==> config.mk <==
export PLATFORM = sky130hd
export DESIGN_NAME = digit_detector_flat
export DESIGN_NICKNAME = d
export VERILOG_FILES = /design/src/rtl/digit_detector_if.sv /design/src/rtl/digit_detector.sv /design/src/flat_wrapper.sv
export SDC_FILE = /design/constraint.sdc
export NUM_CORES = 1
export LEC_CHECK = 0
export ABC_CLOCK_PERIOD_IN_PS = 1800
export CAP_MARGIN = 5
export CORE_MARGIN = 8
export CORE_UTILIZATION = 35
export CTS_CLUSTER_SIZE = 24
export DETAILED_ROUTE_END_ITERATION = 8
export DONT_BUFFER_PORTS = 1
export GPL_ROUTABILITY_DRIVEN = 0
export PLACE_DENSITY_LB_ADDON = 0.2
export SETUP_SLACK_MARGIN = 0.15
export SLEW_MARGIN = 30
export SYNTH_ARGS = -nofsm -noshare
export SYNTH_HDL_FRONTEND = slang
export SYNTH_SLANG_ARGS = --single-unit
export TNS_END_PERCENT = 1
==> constraint.sdc <==
create_clock -name clk -period 1.8 [get_ports clk]
set_clock_uncertainty 0.1 [all_clocks]
set_input_delay 0.36 -clock clk [delete_from_list [all_inputs] [get_ports clk]]
set_output_delay 0.36 -clock clk [all_outputs]
set_load 0.01 [all_outputs]
==> src/rtl/digit_detector_if.sv <==
// Bundle between the network controller / sigmoid registers and the digit detector.
// The detector takes the slave modport; the controller side takes the master modport.
interface digit_detector_if #(
  parameter int DATA_W = 4,
  parameter int ADDR_W = 5
);
  logic              network_done;
  logic [DATA_W-1:0] sigmoidData_out;
  logic              sigmoid_read_en;
  logic [ADDR_W-1:0] sigmoid_read_address;
  logic [3:0]        digit;
  logic [DATA_W-1:0] confidence;
  logic              digit_valid;
  logic              digit_strobe;
  logic              detect_busy;

  modport master (
    output network_done, sigmoidData_out,
    input  sigmoid_read_en, sigmoid_read_address, digit, confidence,
           digit_valid, digit_strobe, detect_busy
  );

  modport slave (
    input  network_done, sigmoidData_out,
    output sigmoid_read_en, sigmoid_read_address, digit, confidence,
           digit_valid, digit_strobe, detect_busy
  );
endinterface

==> src/rtl/digit_detector.sv <==
// Arg-max scan over the output-layer sigmoid registers after each network_done pulse.
// Optional reject threshold on the winning value: define DIGIT_THRESHOLD_EN.
module digit_detector #(
`ifdef DIGIT_THRESHOLD_EN
  parameter int MIN_CONF    = 4,
`endif
  parameter int NUM_CLASSES = 10,
  parameter int BASE_ADDR   = 8,
  parameter int DATA_W      = 4,
  parameter int ADDR_W      = 5
) (
  input  logic                   clk,
  input  logic                   n_rst,
  digit_detector_if.slave        bus
);

  typedef enum logic [1:0] {
    IDLE = 2'd0,
    SCAN = 2'd1,
    POST = 2'd2
  } state_e;

  localparam logic [3:0]        LAST_IDX  = 4'(NUM_CLASSES - 1);
  localparam logic [ADDR_W-1:0] BASE_A    = ADDR_W'(BASE_ADDR);

  state_e            state_q, state_d;
  logic [3:0]        idx_q, idx_d;
  logic [DATA_W-1:0] best_val_q, best_val_d;
  logic [3:0]        best_idx_q, best_idx_d;
  logic              rd_en_q, rd_en_d;
  logic [ADDR_W-1:0] rd_addr_q, rd_addr_d;
  logic [3:0]        digit_q, digit_d;
  logic [DATA_W-1:0] conf_q, conf_d;
  logic              valid_q, valid_d;
  logic              strobe_q, strobe_d;
  logic              busy_q, busy_d;
  logic              take_s;

  // State and output registers, synchronous active-high reset
  always_ff @(posedge clk) begin
    if (n_rst) begin
      state_q    <= IDLE;
      idx_q      <= 4'd0;
      best_val_q <= '0;
      best_idx_q <= 4'd0;
      rd_en_q    <= 1'b0;
      rd_addr_q  <= '0;
      digit_q    <= 4'd0;
      conf_q     <= '0;
      valid_q    <= 1'b0;
      strobe_q   <= 1'b0;
      busy_q     <= 1'b0;
    end else begin
      state_q    <= state_d;
      idx_q      <= idx_d;
      best_val_q <= best_val_d;
      best_idx_q <= best_idx_d;
      rd_en_q    <= rd_en_d;
      rd_addr_q  <= rd_addr_d;
      digit_q    <= digit_d;
      conf_q     <= conf_d;
      valid_q    <= valid_d;
      strobe_q   <= strobe_d;
      busy_q     <= busy_d;
    end
  end

  // Next-state logic
  always_comb begin
    state_d = state_q;
    case (state_q)
      IDLE: begin
        if (bus.network_done) state_d = SCAN;
        else                  state_d = IDLE;
      end
      SCAN: begin
        if (idx_q == LAST_IDX) state_d = POST;
        else                   state_d = SCAN;
      end
      POST:    state_d = IDLE;
      default: state_d = IDLE;
    endcase
  end

  // Strict compare keeps the lowest index on ties; idx 0 always seeds the running max
  assign take_s = (idx_q == 4'd0) || (bus.sigmoidData_out > best_val_q);

  // Datapath and registered-output next values
  always_comb begin
    idx_d      = idx_q;
    best_val_d = best_val_q;
    best_idx_d = best_idx_q;
    rd_en_d    = rd_en_q;
    rd_addr_d  = rd_addr_q;
    digit_d    = digit_q;
    conf_d     = conf_q;
    valid_d    = valid_q;
    strobe_d   = 1'b0;
    busy_d     = busy_q;
    case (state_q)
      IDLE: begin
        if (bus.network_done) begin
          idx_d      = 4'd0;
          best_val_d = '0;
          best_idx_d = 4'd0;
          valid_d    = 1'b0;
          rd_en_d    = 1'b1;
          rd_addr_d  = BASE_A;
          busy_d     = 1'b1;
        end else begin
          busy_d     = 1'b0;
        end
      end
      SCAN: begin
        if (take_s) begin
          best_val_d = bus.sigmoidData_out;
          best_idx_d = idx_q;
        end else begin
          best_val_d = best_val_q;
        end
        // Read port is handed back to the controller as soon as the last value is sampled
        if (idx_q == LAST_IDX) begin
          rd_en_d   = 1'b0;
          rd_addr_d = '0;
          busy_d    = 1'b0;
        end else begin
          idx_d     = idx_q + 4'd1;
          rd_addr_d = rd_addr_q + ADDR_W'(1);
        end
      end
      POST: begin
`ifdef DIGIT_THRESHOLD_EN
        if (best_val_q < DATA_W'(MIN_CONF)) digit_d = 4'hF;
        else                                digit_d = best_idx_q;
`else
        digit_d  = best_idx_q;
`endif
        conf_d   = best_val_q;
        valid_d  = 1'b1;
        strobe_d = 1'b1;
      end
      default: begin
        strobe_d = 1'b0;
      end
    endcase
  end

  assign bus.sigmoid_read_en      = rd_en_q;
  assign bus.sigmoid_read_address = rd_addr_q;
  assign bus.digit                = digit_q;
  assign bus.confidence           = conf_q;
  assign bus.digit_valid          = valid_q;
  assign bus.digit_strobe         = strobe_q;
  assign bus.detect_busy          = busy_q;

endmodule

==> src/flat_wrapper.sv <==
// flat-port wrapper written by rule: the top's interface ports become plain ports
module digit_detector_flat 
#(

  parameter int NUM_CLASSES = 10,
  parameter int BASE_ADDR   = 8,
  parameter int DATA_W      = 4,
  parameter int ADDR_W      = 5
)
  (clk, n_rst, bus_network_done, bus_sigmoidData_out, bus_sigmoid_read_en, bus_sigmoid_read_address, bus_digit, bus_confidence, bus_digit_valid, bus_digit_strobe, bus_detect_busy);
  digit_detector_if #(.DATA_W(DATA_W), .ADDR_W(ADDR_W)) bus_i ();
  input  logic clk;
  input  logic n_rst;
  input wire logic [$bits(bus_i.network_done)-1:0] bus_network_done;
  input wire logic [$bits(bus_i.sigmoidData_out)-1:0] bus_sigmoidData_out;
  output wire logic [$bits(bus_i.sigmoid_read_en)-1:0] bus_sigmoid_read_en;
  output wire logic [$bits(bus_i.sigmoid_read_address)-1:0] bus_sigmoid_read_address;
  output wire logic [$bits(bus_i.digit)-1:0] bus_digit;
  output wire logic [$bits(bus_i.confidence)-1:0] bus_confidence;
  output wire logic [$bits(bus_i.digit_valid)-1:0] bus_digit_valid;
  output wire logic [$bits(bus_i.digit_strobe)-1:0] bus_digit_strobe;
  output wire logic [$bits(bus_i.detect_busy)-1:0] bus_detect_busy;
  assign bus_i.network_done = bus_network_done;
  assign bus_i.sigmoidData_out = bus_sigmoidData_out;
  assign bus_sigmoid_read_en = bus_i.sigmoid_read_en;
  assign bus_sigmoid_read_address = bus_i.sigmoid_read_address;
  assign bus_digit = bus_i.digit;
  assign bus_confidence = bus_i.confidence;
  assign bus_digit_valid = bus_i.digit_valid;
  assign bus_digit_strobe = bus_i.digit_strobe;
  assign bus_detect_busy = bus_i.detect_busy;
  digit_detector #(.NUM_CLASSES(NUM_CLASSES), .BASE_ADDR(BASE_ADDR), .DATA_W(DATA_W), .ADDR_W(ADDR_W)) u_core (.clk(clk), .n_rst(n_rst), .bus(bus_i));
endmodule
==> results of run 1 <==
## power by group
part | leakage (nW) | switching [mW] | internal, mW
clock | 0.0505 | 0.251 | 0.347
combinational | 0.299 | 0.0710 | 0.0702
sequential | 0.253 | 0.0223 | 0.706
total | 0.602 | 0.345 | 1.12
## per-layer routing
metal	part of all wire	routed length, um	GRT usage	vias to the layer above
li1	-	-	-	525
met3	0.088	248	0.0571	4
met1	0.44	1250	0.106	467
met2	0.45	1280	0.152	25
met4	0.015	43	0.0396	0
met5	0	0	0	-
## area by class of cell
type | instances | area [um2] | share of cell area
inverters | 7 | 26.3 | 0.0165
repair buffers | 9 | 67.6 | 0.0423
clock inverters | 1 | 7.51 | 0.00470
flip-flops and latches | 31 | 626 | 0.392
well taps | 48 | 60.1 | 0.0376
clock buffers | 7 | 96.3 | 0.0603
multi-input cells | 100 | 713 | 0.447
## placed cells by master (no fill, tap or decap), types with 2 or more instances in the layout
cell / n
sky130_fd_sc_hd__xor2_1: 2
sky130_fd_sc_hd__nor2_1: 8
sky130_fd_sc_hd__a22o_1: 8
sky130_fd_sc_hd__a21oi_1: 17
sky130_fd_sc_hd__clkbuf_8: 7
sky130_fd_sc_hd__nand2b_1: 2
sky130_fd_sc_hd__nor3_1: 3
sky130_fd_sc_hd__inv_1: 5
sky130_fd_sc_hd__ha_1: 5
sky130_fd_sc_hd__ha_4: 3
sky130_fd_sc_hd__inv_2: 2
sky130_fd_sc_hd__nand3_1: 5
sky130_fd_sc_hd__buf_4: 9
sky130_fd_sc_hd__dfxtp_1: 27
sky130_fd_sc_hd__nand2_1: 22
sky130_fd_sc_hd__nor2b_1: 2
sky130_fd_sc_hd__dfxtp_2: 4
## worst max-delay path: cells and delay by family, from the launching register on
| kind | cells | cell delay, ns |
|---|---|---|
| simple gates | 2 | 0.52 |
| compound gates | 2 | 0.50 |
| flops | 1 | 0.32 |
| fa+ha+maj | 1 | 0.12 |
| buf+inv | 1 | 0.07 |
## path summary, 6_finish.rpt
check,from,slack [ns],cells after the start,endpoint
max reg2reg,u_core.idx_q[0],0.06,6,u_core.best_val_q[2]
max,u_core.idx_q[0],0.06,6,u_core.best_val_q[2]
min,n_rst,0.03,1,u_core.idx_q[0]
min reg2reg,u_core.best_idx_q[3],0.36,2,u_core.bus.digit[3]
## state kept, by name, summed over array words and instances, names as in the netlist, 2 cells and up
| signal | count |
|---|---|
| u_core.bus.sigmoid_read_address | 5 |
| u_core.best_idx_q | 4 |
| u_core.best_val_q | 4 |
| u_core.bus.confidence | 4 |
| u_core.bus.digit | 4 |
| u_core.idx_q | 4 |
| u_core.state_q | 2 |
## per-stage QoR
| stage | power (mW) | hold slack (ns) |
|---|---|---|
| 2_1_floorplan | 0.830 | 0.332 |
| 3_3_place_gp | 0.856 | 0.328 |
| 3_5_place_dp | 0.860 | 0.328 |
| 4_1_cts | 1.48 | 0.0235 |
| 5_1_grt | 1.54 | 0.0165 |
| 6_report | 1.47 | 0.0332 |
## timing repair
action / in CTS / in global routing
setup endpoints to repair: 9 / 11
pin swaps: 0 / 3
hold buffers: 0 / 0
resized for setup: 3 / 9
buffers inserted: 0 / 2
## kinds of logic after synthesis
logic type	Yosys count
and+or+nand+nor	52
AOI/OAI and AO/OA	38
DFF	31
buffers and inverters	13
adders and majority gates	8
xor gates and xnor gates	2
==> flow_metrics.tcl, run 1 <==
set metrics [dict create \
    timing.setup.critical_path_class "reg -> reg" \
    crit_arrival_ns 1.81 \
    path_category_of_the_worst_min_delay_check "in -> reg" \
    placementRows 22 \
    cp_slowest_stage_delay_ns 0.36 \
    critical-path-slowest-cell "sky130_fd_sc_hd__or3b_4" \
    finalMaxSlewViolations 0 \
    grt_max_degree 26 \
    area_enclosed_by_the_die_boundary_mm2 0.00597 \
    setup_total_negative_slack_ns 0 \
    layout-drive-gt1-share 0.226 \
    ys_top_cells_by_area "sky130_fd_sc_hd__dfxtp_1 (47%), sky130_fd_sc_hd__ha_1 (7.6%), sky130_fd_sc_hd__a21oi_1 (6.5%)" \
    drtIter0Drc 38 \
    tightest_slew_ns 0.538 \
    worst_ir_drop_vdd_uv 401 \
    routedWlPerCell_um 13.9 \
    synth_fp_nets 159 \
    synth.lib_cells_used.distinct 35 \
    number_of_inserted_filler_cells_in_the_final_layout 365 \
    cts_max_path_buffers 2 \
    synth-edff-count 0 \
    most_repeated_cell_in_the_gate_level_netlist_after_synthesis "sky130_fd_sc_hd__dfxtp_1" \
    tritoncts "yes" \
    layout-area-overhead-vs-synth_pct 21.5 \
    synth-compound-area-share 0.208 \
    core_area_mm2 0.00363 \
    synthAdderAreaFrac 0.0762 \
    track_usage 0.0979 \
    clk_transition_reported_paths_ns 0.07 \
    placed_cells_incl_taps 193 \
    report.final.setup_viol 0 \
    clock_insertion_delay_worst_skew_ns 0.28 \
    stdcell_count 203 \
    number_of_cts_inserted_buffers 5 \
    cts.sinks 31 \
    synth.cell_area_mm2 0.00131 \
    setup.worst_path.end_class "flop" \
    synth-seq-area-share 0.472 \
    async_reset_ff_frac 0 \
    grt_first_pass_wirelength_um 4750 \
    synth.largest_area_cell "sky130_fd_sc_hd__dfxtp_1" \
    cts.root.buffer_cell "sky130_fd_sc_hd__clkbuf_8" \
    synth-warning-count 0 \
    timing.max_cap.violations 0 \
    final.period_utilization 0.967 \
    floorplan.initialDensity 0.362 \
    layout_min_cycle_time_ns 1.74 \
    cts_max_level 2 \
    timing.max_slew.rel_slack 0.641 \
    crit_chain "inv_2 -> ha_4 -> or3b_4 -> nor3b_4 -> a31o_4 -> a22o_1" \
    stdcell_area_mm2 0.00160 \
    timing.fmax_ghz 0.574 \
    vias 1021 \
    synth.cells.most_frequent "sky130_fd_sc_hd__dfxtp_1 (31), sky130_fd_sc_hd__nand2_1 (22), sky130_fd_sc_hd__a21oi_1 (17)" \
    numPortBuffers 0 \
    netlist_instances 144 \
    syn-mean-instance-area_um2 9.12 \
    place_area_mm2 0.00141 \
    vias_per_cell 5.03 \
    io_pins 24 \
    yosysTopAreaCellShare 0.472 \
    wl_final_um 2830 \
    rsz_0062_raised_after_global_routing "yes" \
    detailed_placement_wirelength_estimate_um 2100 \
    worst-path-max-fanout 8 \
    p_per_area_mw_per_mm2 919 \
    dominantRegCellSynth "sky130_fd_sc_hd__dfxtp_1" \
    ys_ff_latch 31 \
    synth-simple-area-share 0.192 \
    nNetsFinal 169 \
    preCtsSetupSlack_ns 0.0127 \
    postRouteAntennaNets 0 \
    die_h_um 77.3 \
    status "completed" \
    antennaDiodeCount 0 \
    post_synth_mux_area_share 0 \
    total_leakage_power_nw 0.602 \
    final_hold_viol_count 0 \
    grt_antenna_before_repair 0 \
    critical_path_required_ns 1.87 \
    grt.overflow.total 0 \
    critical_path.startpoint_type "flop" \
    via_count_of_the_first_global_routing_pass 1031 \
    worst_slack_ns 0.0592 \
    synth_top_family_by_area "compound AO/OA/AOI/OAI gates" \
    die_width_um 77.3 \
    post-route-drc-count 0 \
    firstDrtPassIters 4 \
    post_synth_xor_area_fraction 0.0133 \
    final_util 0.439 \
]
Power figures use the tool's default switching activity.
==> run 2, diff against run 1 <==
CORE_UTILIZATION = 30   (was 35)
==> run 2 against run 1 <==
- clock power up 16%
- hold slack gained 0.0052 ns
- combinational power is 5% higher
- clock-buffer cell count fell by 1
- sequential power barely moved
- global-route usage increased by 0.28 points
- wire length grew 6.4%
- setup slack improved by 0.036 ns
- power is 7.1% higher
- die area is 13% higher
- largest cell class unchanged
- via count rose by 2.0%
==> flow_metrics.tcl, run 2 (synthesis gave the netlist of run 1 again) <==
set metrics [dict create \
    final_hold_viol_count 0 \
    cts.root.buffer_cell "sky130_fd_sc_hd__clkbuf_8" \
    p_per_area_mw_per_mm2 973 \
    clk_transition_reported_paths_ns 0.06 \
    layout_min_cycle_time_ns 1.70 \
    seqPwrFrac 0.463 \
    cts_max_level 2 \
    die_h_um 82.2 \
    layout-area-overhead-vs-synth_pct 23.0 \
    track_usage 0.101 \
    core_area_mm2 0.00429 \
    wl_final_um 3010 \
    cts.sinks 31 \
    post-route-drc-count 0 \
    cp_slowest_stage_delay_ns 0.33 \
    switching_share 0.221 \
    nNetsFinal 169 \
    total_leakage_power_nw 0.621 \
    placementRows 24 \
    floorplan.initialDensity 0.306 \
    timing.reg2reg.worst_path_depth 6 \
    postRouteAntennaNets 0 \
    clock_insertion_delay_worst_skew_ns 0.28 \
    crit_chain "inv_1 -> ha_4 -> a21oi_1 -> a41o_1 -> a31o_4 -> a22o_1" \
    worst-path-max-fanout 8 \
    grt.overflow.total 0 \
    finalMaxSlewViolations 0 \
    critical_path.startpoint_type "flop" \
    stdcell_count 207 \
    timing.max_slew.rel_slack 0.780 \
    detailed_placement_wirelength_estimate_um 2180 \
    tightest_slew_ns 0.330 \
    grt_antenna_before_repair 0 \
    antennaDiodeCount 0 \
    leading_cell_type_in_the_layout_fill_and_taps_excluded "sky130_fd_sc_hd__dfxtp_1" \
    report.final.setup_viol 0 \
    cp_num_cells 6 \
    numPortBuffers 0 \
    r2r_slack_ns 0.1 \
    grt_first_pass_wirelength_um 5150 \
    layout-drive-gt1-share 0.219 \
    final.period_utilization 0.947 \
    rr_endpoint "u_core.best_idx_q[1]" \
    placed_cells_incl_taps 197 \
    critical-path-slowest-cell "sky130_fd_sc_hd__dfxtp_2" \
    setup_total_negative_slack_ns 0 \
    fin_hold_ws_ns 0.0384 \
    clkPwrFrac 0.443 \
    p_comb_frac 0.094 \
    io_pins 24 \
    die_width_um 82.2 \
    worst_ir_drop_vdd_uv 413 \
    tritoncts "yes" \
    rsz_0062_raised_after_global_routing "yes" \
    family_with_the_most_delay_on_the_worst_path "compound AO/OA/AOI/OAI gates" \
    critical_path_required_ns 1.87 \
    vias 1041 \
    firstDrtPassIters 4 \
    timing.max_cap.violations 0 \
    net-switching-power_mw 0.348 \
    area_enclosed_by_the_die_boundary_mm2 0.00675 \
    grt_max_degree 26 \
    report.power.total_mw 1.57 \
    cts_max_path_buffers 2 \
    drtIter0Drc 49 \
    largest_reg_flops 5 \
    status "completed" \
    number_of_cts_inserted_buffers 5 \
    path_category_of_the_worst_min_delay_check "in -> reg" \
    crit_arrival_ns 1.77 \
    intPower_mw 1.22 \
    cts_hold_buf 0 \
    timing.fmax_ghz 0.587 \
    final_cell_mix "sky130_fd_sc_hd__dfxtp_1 (26), sky130_fd_sc_hd__nand2_1 (22), sky130_fd_sc_hd__a21oi_1 (17), sky130_fd_sc_hd__buf_4 (9)" \
    setup.worst_path.end_class "flop" \
    routedWlPerCell_um 14.5 \
    via_count_of_the_first_global_routing_pass 1111 \
    vias_per_cell 5.03 \
    startpoint "u_core.best_val_q[3]" \
    timing.setup.critical_path_class "reg -> reg" \
    final_util 0.376 \
    critical_path_buf_inv_count 1 \
    rr_startpoint "u_core.best_val_q[3]" \
    worstSetupEndpoint "u_core.best_idx_q[1]" \
    number_of_inserted_filler_cells_in_the_final_layout 449 \
]
==> run 2: how the worst min path moves through the flow <==
stage          cells after the start             endpoint                  from  slack, ns
3_5_place_dp                       1      u_core.idx_q[1]                 n_rst       0.33
6_report                           1      u_core.idx_q[0]                 n_rst       0.04
3_3_place_gp                       1      u_core.idx_q[1]                 n_rst       0.33
4_1_cts                            1      u_core.idx_q[1]                 n_rst       0.03
2_1_floorplan                      2  u_core.bus.digit[0]  u_core.best_idx_q[0]       0.33
5_1_grt                            1  u_core.bus.digit[2]                 n_rst       0.03
==> run 2: final cells by class <==
class	count	area [um2]	share of cell area
Clock buffer	6	82.6	0.0511
Clock inverter	2	35.0	0.0217
Inverter	7	26.3	0.0163
Multi-Input combinational cell	100	709	0.439
Sequential cell	31	629	0.390
Tap cell	52	65.1	0.0403
Timing Repair Buffer	9	67.6	0.0418
==> run 2: worst reg2reg max path, cell delays in order, from the launching register on <==
cell                      delay [ns]
sky130_fd_sc_hd__dfxtp_2        0.33
sky130_fd_sc_hd__inv_1          0.07
sky130_fd_sc_hd__ha_4           0.29
sky130_fd_sc_hd__a21oi_1        0.06
sky130_fd_sc_hd__a41o_1         0.25
sky130_fd_sc_hd__a31o_4         0.29
sky130_fd_sc_hd__a22o_1         0.21
==> run 2: metrics by stage <==
step,setup WS (ns),instance area (um2)
CTS,0.0873,1610
global route,0.0285,1620
global placement,0.0596,1420
floorplan,0.115,1320
finish,0.0951,1620
detailed placement,-0.0134,1420
==> run 2: repair_timing <==
action / in CTS / in global routing
setup endpoints to repair: 10 / 16
resized for setup: 11 / 2
setup buffers: 2 / 0
pin swaps: 3 / 0
==> run 2: power by group through the flow <==
stage | combinational, mW | clock [mW] | sequential, mW
floorplan | 0.0899 | 0 | 0.740
global placement | 0.113 | 0 | 0.744
detailed placement | 0.118 | 0 | 0.744
CTS | 0.147 | 0.715 | 0.728
global route | 0.166 | 0.736 | 0.731
finish | 0.148 | 0.696 | 0.728
==> run 2: metal layers <==
| metal | routed length [um] | vias up | GRT usage | share of wire |
|---|---|---|---|---|
| met2 | 1460 | 30 | 0.167 | 0.48 |
| li1 | - | 520 | - | - |
| met5 | 0 | - | 0 | 0 |
| met4 | 51 | 0 | 0.0491 | 0.017 |
| met1 | 1210 | 485 | 0.102 | 0.40 |
| met3 | 292 | 6 | 0.0530 | 0.097 |
